<file path="config.mk">
export PLATFORM = sky130hd
export DESIGN_NAME = countdown_timer_flat
export DESIGN_NICKNAME = d
export VERILOG_FILES = /design/src/rtl/countdown_pkg.sv /design/src/rtl/countdown_timer_if.sv /design/src/rtl/countdown_tick_gen.sv /design/src/rtl/countdown_timer.sv /design/src/flat_wrapper.sv
export SDC_FILE = /design/constraint.sdc
export NUM_CORES = 1
export LEC_CHECK = 0
export ABC_CLOCK_PERIOD_IN_PS = 3180
export CELL_PAD_IN_SITES_DETAIL_PLACEMENT = 0
export CELL_PAD_IN_SITES_GLOBAL_PLACEMENT = 2
export CORE_MARGIN = 3
export CORE_UTILIZATION = 34
export DETAILED_ROUTE_END_ITERATION = 6
export PLACE_DENSITY_LB_ADDON = 0.1
export SETUP_SLACK_MARGIN = 0.02
export SLEW_MARGIN = 20
export SYNTH_ARGS = -nofsm -noshare
export SYNTH_HDL_FRONTEND = slang
export SYNTH_SLANG_ARGS = --single-unit
</file>
<file path="constraint.sdc">
create_clock -name clk -period 3.18 [get_ports clk]
set_clock_uncertainty 0.1 [all_clocks]
set_input_delay 0.636 -clock clk [delete_from_list [all_inputs] [get_ports clk]]
set_output_delay 0.636 -clock clk [all_outputs]
set_load 0.005 [all_outputs]
</file>
<file path="src/rtl/countdown_pkg.sv">
// countdown_pkg: shared state encoding and constants for the
// down-counting seconds timer.
package countdown_pkg;

  typedef enum logic [1:0] {
    ST_IDLE  = 2'd0,
    ST_RUN   = 2'd1,
    ST_PAUSE = 2'd2,
    ST_DONE  = 2'd3
  } state_t;

  localparam logic [3:0] TENTHS_MAX  = 4'd9;
  localparam int         CLK_DIV_DEF = 5000000;

endpackage

</file>
<file path="src/rtl/countdown_timer_if.sv">
// countdown_timer_if: command and display bundle between
// panel/software logic and the countdown timer.
interface countdown_timer_if #(
  parameter int SEC_W = 10
);
  logic             load;
  logic [SEC_W-1:0] load_sec;
  logic             start;
  logic             pause;
  logic [SEC_W-1:0] sec;
  logic [3:0]       tenths;
  logic             running;
  logic             done;
  logic             expire;

  modport master (
    output load, load_sec, start, pause,
    input  sec, tenths, running, done, expire
  );

  modport slave (
    input  load, load_sec, start, pause,
    output sec, tenths, running, done, expire
  );
endinterface

</file>
<file path="src/rtl/countdown_tick_gen.sv">
// countdown_tick_gen: 0.1 s prescaler; tick marks the last
// cycle of each CLK_DIV period while enabled.
module countdown_tick_gen
  import countdown_pkg::*;
#(
  parameter int CLK_DIV = CLK_DIV_DEF
) (
  input  logic clk,
  input  logic rst_n,
  input  logic en,
  input  logic clr,
  output logic tick
);
  localparam int CW =
    (CLK_DIV > 1) ? $clog2(CLK_DIV) : 1;
  localparam logic [CW-1:0] LAST = CW'(CLK_DIV - 1);

  logic [CW-1:0] r_cnt;

  assign tick = en && (r_cnt == LAST);

  always_ff @(posedge clk or negedge rst_n) begin
    if (!rst_n) begin
      r_cnt <= '0;
    end else if (clr) begin
      r_cnt <= '0;
    end else if (en) begin
      r_cnt <= tick ? '0 : r_cnt + CW'(1);
    end
  end
endmodule

</file>
<file path="src/rtl/countdown_timer.sv">
// countdown_timer: load/start/pause seconds countdown in 0.1 s
// steps; COUNTDOWN_AUTORELOAD_EN restarts from the last load.
module countdown_timer
  import countdown_pkg::*;
#(
  parameter int CLK_DIV = CLK_DIV_DEF,
  parameter int SEC_W   = 10
) (
  input logic               clk,
  input logic               rst_n,
  countdown_timer_if.slave  bus
);
  state_t           r_state;
  state_t           w_state_nxt;
  logic [SEC_W-1:0] r_sec;
  logic [SEC_W-1:0] w_sec_nxt;
  logic [SEC_W-1:0] w_dec_sec;
  logic [3:0]       r_ten;
  logic [3:0]       w_ten_nxt;
  logic [3:0]       w_dec_ten;
  logic             r_running;
  logic             r_done;
  logic             r_expire;
  logic             w_expire_nxt;
  logic             w_tick;
  logic             w_en;
  logic             w_clr;
  logic             w_at_zero;
  logic             w_dec_zero;
  logic             w_reload_ok;
  logic [SEC_W-1:0] w_reload_sec;

`ifdef COUNTDOWN_AUTORELOAD_EN
  logic [SEC_W-1:0] r_reload;

  always_ff @(posedge clk or negedge rst_n) begin
    if (!rst_n) begin
      r_reload <= '0;
    end else if (bus.load) begin
      r_reload <= bus.load_sec;
    end
  end

  assign w_reload_sec = r_reload;
  assign w_reload_ok  = |r_reload;
`else
  assign w_reload_sec = '0;
  assign w_reload_ok  = 1'b0;
`endif

  // Prescaler restarts only on a fresh run, not on resume.
  assign w_en  = (r_state == ST_RUN);
  assign w_clr = bus.load |
                 ((r_state == ST_IDLE) & bus.start);

  countdown_tick_gen #(
    .CLK_DIV (CLK_DIV)
  ) u_tick (
    .clk   (clk),
    .rst_n (rst_n),
    .en    (w_en),
    .clr   (w_clr),
    .tick  (w_tick)
  );

  assign w_at_zero = (r_sec == '0) && (r_ten == 4'd0);

  always_comb begin
    w_dec_sec = r_sec;
    w_dec_ten = r_ten;
    if (r_ten != 4'd0) begin
      w_dec_ten = r_ten - 4'd1;
    end else if (r_sec != '0) begin
      w_dec_sec = r_sec - SEC_W'(1);
      w_dec_ten = TENTHS_MAX;
    end
  end

  assign w_dec_zero = (w_dec_sec == '0) &&
                      (w_dec_ten == 4'd0);

  always_comb begin
    w_state_nxt  = r_state;
    w_sec_nxt    = r_sec;
    w_ten_nxt    = r_ten;
    w_expire_nxt = 1'b0;
    if (bus.load) begin
      w_state_nxt = ST_IDLE;
      w_sec_nxt   = bus.load_sec;
      w_ten_nxt   = 4'd0;
    end else begin
      unique case (r_state)
        ST_RUN: begin
          if (w_tick) begin
            w_sec_nxt = w_dec_sec;
            w_ten_nxt = w_dec_ten;
            if (w_dec_zero) begin
              w_expire_nxt = 1'b1;
              if (w_reload_ok) begin
                w_sec_nxt = w_reload_sec;
                w_ten_nxt = 4'd0;
              end else begin
                w_state_nxt = ST_DONE;
              end
            end
          end
          // Expiry outranks a coincident pause.
          if (bus.pause && (w_state_nxt == ST_RUN)) begin
            w_state_nxt = ST_PAUSE;
          end
        end
        ST_IDLE, ST_PAUSE: begin
          if (bus.start) begin
            if (w_at_zero) begin
              w_state_nxt  = ST_DONE;
              w_expire_nxt = 1'b1;
            end else begin
              w_state_nxt = ST_RUN;
            end
          end
        end
        ST_DONE: begin
        end
      endcase
    end
  end

  always_ff @(posedge clk or negedge rst_n) begin
    if (!rst_n) begin
      r_state   <= ST_IDLE;
      r_sec     <= '0;
      r_ten     <= 4'd0;
      r_expire  <= 1'b0;
      r_running <= 1'b0;
      r_done    <= 1'b0;
    end else begin
      r_state   <= w_state_nxt;
      r_sec     <= w_sec_nxt;
      r_ten     <= w_ten_nxt;
      r_expire  <= w_expire_nxt;
      r_running <= (w_state_nxt == ST_RUN);
      r_done    <= (w_state_nxt == ST_DONE);
    end
  end

  assign bus.sec     = r_sec;
  assign bus.tenths  = r_ten;
  assign bus.running = r_running;
  assign bus.done    = r_done;
  assign bus.expire  = r_expire;
endmodule

</file>
<file path="src/flat_wrapper.sv">
// flat-port wrapper written by rule: the top's interface ports become plain ports
module countdown_timer_flat import countdown_pkg::*;
#(
  parameter int CLK_DIV = CLK_DIV_DEF,
  parameter int SEC_W   = 10
)
  (clk, rst_n, bus_load, bus_load_sec, bus_start, bus_pause, bus_sec, bus_tenths, bus_running, bus_done, bus_expire);
  countdown_timer_if #(.SEC_W(SEC_W)) bus_i ();
  input logic clk;
  input logic rst_n;
  input wire logic [$bits(bus_i.load)-1:0] bus_load;
  input wire logic [$bits(bus_i.load_sec)-1:0] bus_load_sec;
  input wire logic [$bits(bus_i.start)-1:0] bus_start;
  input wire logic [$bits(bus_i.pause)-1:0] bus_pause;
  output wire logic [$bits(bus_i.sec)-1:0] bus_sec;
  output wire logic [$bits(bus_i.tenths)-1:0] bus_tenths;
  output wire logic [$bits(bus_i.running)-1:0] bus_running;
  output wire logic [$bits(bus_i.done)-1:0] bus_done;
  output wire logic [$bits(bus_i.expire)-1:0] bus_expire;
  assign bus_i.load = bus_load;
  assign bus_i.load_sec = bus_load_sec;
  assign bus_i.start = bus_start;
  assign bus_i.pause = bus_pause;
  assign bus_sec = bus_i.sec;
  assign bus_tenths = bus_i.tenths;
  assign bus_running = bus_i.running;
  assign bus_done = bus_i.done;
  assign bus_expire = bus_i.expire;
  countdown_timer #(.CLK_DIV(CLK_DIV), .SEC_W(SEC_W)) u_core (.clk(clk), .rst_n(rst_n), .bus(bus_i));
endmodule
</file>
==> results of run 1 <==
## critical path, delay by kind of cell, from the launching register on
family	cells	cell delay, ns
simple gates	4	1.16
compound gates	2	0.54
flops	1	0.45
fa+ha+maj	1	0.27
buf+inv	1	0.14
## power groups by stage
stage	sequential [uW]	combinational, uW	clock, uW
6_report	585	172	519
5_1_grt	590	192	562
4_1_cts	585	175	540
3_5_place_dp	595	174	0
3_3_place_gp	597	174	0
2_1_floorplan	584	99.5	0
## sequential cells by signal, summed over array words and instances, names as in the netlist
| signal | cells |
|---|---|
| u_core.u_tick.r_cnt | 23 |
| u_core.bus.sec | 10 |
| u_core.bus.tenths | 4 |
| u_core.r_state | 2 |
| u_core.bus.done | 1 |
| u_core.bus.expire | 1 |
| u_core.bus.running | 1 |
## kinds of logic after synthesis
kind of cell | count (synthesis) | synth area share [%]
AO/OA/AOI/OAI | 69 | 17.06
XOR/XNOR | 16 | 5.219
adder cells (fa/ha/maj) | 3 | 1.398
buffers and inverters | 21 | 3.448
flip-flops | 42 | 39.14
multiplexers | 7 | 2.749
AND/OR/NAND/NOR | 147 | 30.99
## layout by cell type (no fill, tap or decap), types with 8 or more instances in the layout
cell / count
a21oi_1: 19
clkdlybuf4s50_1: 30
dfrtp_1: 42
inv_1: 9
nand2_1: 30
nand3_1: 17
nand4_1: 8
nor2_1: 33
o21ai_0: 14
or3_1: 8
xor2_1: 10
## through the flow
stage          area, sq um  power, uW  setup slack [ns]  hold WS [ns]
2_1_floorplan         2685      683.0            0.7329        0.2404
3_3_place_gp          3112      771.0            0.4194        0.4132
3_5_place_dp          3112      768.8            0.3784        0.4134
4_1_cts               3249       1300            0.3634        0.4258
5_1_grt               3249       1344            0.1365        0.4568
6_report              3249       1276            0.4026        0.3936
## how the worst max path moves through the flow
| stage | to | slack (ns) | depth (start not counted) |
|---|---|---|---|
| after floorplan | u_core.bus.running | 0.73 | 8 |
| after global placement | u_core.bus.running | 0.42 | 8 |
| after detailed placement | u_core.bus.running | 0.38 | 8 |
| after CTS | u_core.bus.running | 0.36 | 8 |
| after global routing | u_core.bus.expire | 0.14 | 8 |
| final | u_core.bus.running | 0.40 | 8 |
## final cells by class
type,instances,share of cell area (%)
clock buffers,5,2.118
multi-input cells,242,47.44
repair buffers,38,11.01
well taps,99,3.812
clock inverters,3,2.118
flip-flops and latches,42,32.35
inverters,10,1.155
## per-layer routing
metal	part of all wire [%]	up-vias	global-route usage (%)	wire (um)
li1	-	1190	-	-
met1	56	1132	27.41	3961
met2	39	52	22.84	2758
met3	4.1	4	3.347	289
met4	0.75	0	3.726	53
met5	0	-	0	0
==> metrics.csv, run 1 <==
stage,metric,value,unit
pwr,peakVddDrop,0.0001643,V
sta,setup_tns,0,ns
final_layout,stdcell_count,439,
global_routing,grt_pass1_wl,11930,um
yosys,ys_top_cells_by_count,"dfrtp_1 (42), nor2_1 (33), nand2_1 (30), a21oi_1 (19), nand3_1 (17)",
clock_tree,cts.clk_slew.worst_paths,0.09,ns
setup_path,startpoint,u_core.bus.tenths[0],
detailed_routing,drc_errors,0,
floorplanning,num_io_pins,32,
final_layout,drive_above_1_share,10.00,%
clock_tree,cts_buffer_depth,2,
floorplanning,die_h,94.87,um
clock_tree,post-cts-setup-buffers,0,
setup_path,start_kind,register,
setup_path,r2r_cells,8,
placement,place_hpwl,5143,um
setup_path,r2r_slack,0.40,ns
final_layout,seqCellArea,1051,sq um
pwr,clkPwrFrac,40.6,%
detailed_routing,drtIter0Drc,122,
floorplanning,die_w,94.87,um
yosys,ys_ff_latch,42,
final_layout,n_antenna_cell,0,
detailed_routing,vias,2378,
sta,period_share,87.34,%
detailed_routing,routedWlPerCell,16.09,um
yosys,yosysTopAreaCellShare,39.14,%
detailed_routing,wl,7062,um
setup_path,crit_path_top_delay_cell,dfrtp_1,
sta,fmax,360.0,MHz
floorplanning,std_cell_rows,31,
status,outcome,completed,
yosys,syn-num-nets,323,
pwr,p_switching,329.0,uW
pwr,p_sw_share,25.77,%
clock_tree,h-tree-depth,2,
global_routing,grt_use_total,17.02,%
setup_path,cp_max_fo,7,
setup_path,r2r_start,u_core.bus.tenths[0],
setup_path,crit_type,reg -> reg,
global_routing,grt_pass1_vias,2264,
setup_path,critPathArrivalTime,2.87,ns
clock_tree,ctsHoldBuffers,0,
detailed_routing,viasPerCell,5.417,
yosys,synth-edff-count,0,
setup_path,rr_endpoint,u_core.bus.running,
floorplanning,start_util,36.06,%
floorplanning,dieArea,8999,sq um
final_layout,multiInputGateArea,1541,sq um
sta,hold_viol,0,
clock_tree,clk_latency,0.29,ns
detailed_routing,dr.pass1.iters,4,
setup_path,crit_path_end_kind,register,
sta,maxSlewViolCount,0,
floorplanning,core_area,7447,sq um
yosys,async_flop_share,100.0,%
yosys,netlist_area,2685,sq um
clock_tree,tritoncts,done,
yosys,ys_seq_area_share,39.14,%
yosys,yosysMostFrequentCell,dfrtp_1,
yosys,ys.flop_type,dfrtp_1,
clock_tree,clock_sinks,42,
yosys,postSynthAreaPerCell,8.804,sq um
final_layout,nets,357,
detailed_routing,detail-route-antenna-nets,0,
final_layout,fill_cells,761,
setup_path,slowest_delay,0.45,ns
sta,grt_setup_unrepaired,false,
placement,place_inst,431,
yosys,synth_area_leaders,"dfrtp_1 (39%), nor2_1 (4.6%), nand2_1 (4.2%)",
placement,io_buffer_count,31,
min_path,hp-class,in -> async,
pwr,combPwrFrac,13.5,%
global_routing,grt_antenna_before_repair,0,
sta,relSlewSlack,34.76,%
sta,setup_viol,0,
sta,period_minus_slack,2.777,ns
yosys,ys_warn_count,0,
global_routing,grt_max_degree,43,
clock_tree,cts_root_buffer,clkbuf_8,
sta,tightest_slew,0.9786,ns
clock_tree,numCtsBuffers,5,
clock_tree,cts_resized,0,
pwr,powerDensity,392.8,nW/um^2
global_routing,grt_overflow,0,
pwr,leakagePower,0.001287,uW
final_layout,area_growth,21.02,%
final_layout,final_core_util,43.63,%
setup_path,cp.required,3.27,ns
pwr,p_seq_share,45.9,%
setup_path,crit_chain,inv_1 > ha_1 > or3b_4 > a2111oi_2 > o221ai_1 > nor4b_2 > nand4_2 > and3_1,
yosys,syn_inst,305,
placement,gp_congestion,0.8150,
run,maxCapViolCount,0,
yosys,synth_top_cell_by_area,dfrtp_1,
yosys,synth.distinct_cells,67,
pwr,intPower,947.4,uW
Power figures use the tool's default switching activity.
==> run 2, diff against run 1 <==
--- a/config.mk
+++ b/config.mk
@@ -11,7 +11,8 @@
 export CORE_MARGIN = 3
 export CORE_UTILIZATION = 34
 export DETAILED_ROUTE_END_ITERATION = 6
-export PLACE_DENSITY_LB_ADDON = 0.1
+export MAX_ROUTING_LAYER = met4
+export PLACE_DENSITY = 0.87
 export SETUP_SLACK_MARGIN = 0.02
 export SLEW_MARGIN = 20
 export SYNTH_ARGS = -nofsm -noshare
==> metrics.csv, run 2 (same netlist as run 1, synthesis figures left out) <==
stage,metric,value,unit,change
status,outcome,completed,,
final_layout,top_register,u_core.u_tick.r_cnt,,
run,maxCapViolCount,0,,unchanged
final_layout,multiInputGateArea,1541,sq um,unchanged
detailed_routing,wl,6970,um,-1.3%
detailed_routing,drc_errors,0,,unchanged
sta,setup_tns,0,ns,unchanged
setup_path,crit_type,reg -> reg,,
floorplanning,die_h,94.87,um,unchanged
final_layout,drive_above_1_share,9.467,%,-0.53 points
min_path,hp-class,in -> async,,
detailed_routing,drtIter0Drc,144,,+18%
clock_tree,cts_root_buffer,clkbuf_8,,
clock_tree,ctsHoldBuffers,0,,unchanged
final_layout,final_cell_mix,"dfrtp_1 (42), nor2_1 (33), nand2_1 (30), clkdlybuf4s50_1 (30), a21oi_1 (19)",,
sta,setup_slack,0.4543,ns,+0.05172 ns
pwr,leakagePower,0.001254,uW,-2.6%
final_layout,area_growth,19.25,%,
setup_path,cp.required,3.28,ns,about the same
clock_tree,clk_latency,0.31,ns,+0.02 ns
global_routing,grt_antenna_before_repair,0,,unchanged
floorplanning,std_cell_rows,31,,unchanged
sta,setup_viol,0,,unchanged
detailed_routing,dr.pass1.iters,4,,unchanged
setup_path,crit_path_top_delay_cell,dfrtp_1,,
global_routing,grt_pass1_wl,11980,um,+0.40%
setup_path,r2r_start,u_core.bus.tenths[0],,
pwr,peakVddDrop,0.0001556,V,-5.3%
placement,io_buffer_count,31,,unchanged
floorplanning,num_io_pins,32,,unchanged
clock_tree,cts_resized,0,,unchanged
setup_path,startpoint,u_core.bus.tenths[0],,
final_layout,largest_reg_flops,23,,unchanged
placement,place_hpwl,5056,um,-1.7%
pwr,powerDensity,354.2,nW/um^2,-9.8%
placement,place_inst,428,,-0.70%
floorplanning,start_util,36.06,%,unchanged
detailed_routing,viasPerCell,5.531,,+2.1%
floorplanning,core_area,7447,sq um,unchanged
detailed_routing,routedWlPerCell,15.95,um,-0.85%
global_routing,grt_pass1_vias,2266,,+0.088%
setup_path,start_kind,register,,
final_layout,n_antenna_cell,0,,unchanged
placement,gp_congestion,0.8639,,+6.0%
setup_path,r2r_slack,0.45,ns,+0.05 ns
global_routing,grt_max_degree,43,,unchanged
clock_tree,numCtsBuffers,5,,unchanged
sta,period_minus_slack,2.726,ns,-0.05172 ns
clock_tree,cts_buffer_depth,2,,unchanged
final_layout,final_common_cell,dfrtp_1,,
setup_path,cp_max_fo,7,,unchanged
sta,tightest_slew,0.8629,ns,-0.1157 ns
final_layout,nets,355,,-0.56%
final_layout,seqCellArea,1051,sq um,unchanged
setup_path,crit_path_end_kind,register,,
sta,grt_setup_unrepaired,false,,
sta,relSlewSlack,41.94,%,+7.2 points
setup_path,slowest_delay,0.45,ns,about the same
clock_tree,clock_sinks,42,,unchanged
clock_tree,tritoncts,done,,
global_routing,grt_use_total,17.44,%,+0.43 points
detailed_routing,detail-route-antenna-nets,0,,unchanged
floorplanning,dieArea,8999,sq um,unchanged
clock_tree,h-tree-depth,2,,unchanged
clock_tree,cts.clk_slew.worst_paths,0.09,ns,about the same
sta,hold_viol,0,,unchanged
detailed_routing,vias,2417,,+1.6%
sta,period_share,85.71,%,-1.6 points
global_routing,grt_overflow,0,,unchanged
final_layout,stdcell_count,437,,-0.46%
setup_path,crit_chain,inv_1 > ha_1 > or3b_4 > a2111oi_2 > o221ai_1 > nor4b_2 > nand4_2 > and3_1,,
setup_path,critPathArrivalTime,2.83,ns,-0.04 ns
sta,fmax,366.9,MHz,+1.9%
floorplanning,die_w,94.87,um,unchanged
sta,maxSlewViolCount,0,,unchanged
clock_tree,post-cts-setup-buffers,0,,unchanged
placement,place_ws,0.4524,ns,+0.07391 ns
final_layout,fill_cells,770,,+1.2%
[run 2: metrics by stage]
step | hold slack (ns) | util, % | power (uW) | area, sq um
floorplan | 0.2404 | - | 683.0 | 2685
global placement | 0.3920 | 41.48 | 767.6 | 3089
detailed placement | 0.3987 | 41.48 | 768.8 | 3089
CTS | 0.4122 | 42.73 | 1145 | 3182
global route | 0.1130 | 42.99 | 1190 | 3202
finish | 0.1061 | 42.99 | 1134 | 3202
[run 2: area by class of cell]
type | instances | share of cell area [%]
multi-input cells | 242 | 48.14
inverters | 10 | 1.172
well taps | 99 | 3.869
flip-flops and latches | 42 | 32.83
clock inverters | 3 | 0.7425
clock buffers | 5 | 2.149
repair buffers | 36 | 11.10
[run 2: critical path, delay by kind of cell, from the launching register on]
family                   cells  cell delay [ns]
AO/OA/AOI/OAI                2             0.55
adder cells (fa/ha/maj)      1             0.25
buffers and inverters        1             0.14
flip-flops                   1             0.45
AND/OR/NAND/NOR              4             1.14
[run 2: metal layers]
metal  vias to the layer above  track usage [%]  wire length [um]
met2                        57            23.96              2889
li1                       1188                -                 -
met3                        10            3.347               298
met5                         -                -                 0
met1                      1162            26.07              3701
met4                         0            4.327                81
[run 2: power by group]
group	switching (uW)	leakage [uW]	total, uW	internal, uW
combinational	90.1	0.000651	174	84.3
clock	217	0.0000408	374	157
sequential	35.6	0.000562	586	550
[run 2: worst paths after layout]
check                                           to  cells after the start
setup / recovery                u_core.bus.running                      8
max in group asynchronous        u_core.bus.sec[3]                      2
setup reg to reg                u_core.bus.running                      8
hold / removal                   u_core.bus.sec[7]                      1
hold reg to reg            u_core.u_tick.r_cnt[21]                      1
min in group clk           u_core.u_tick.r_cnt[21]                      1
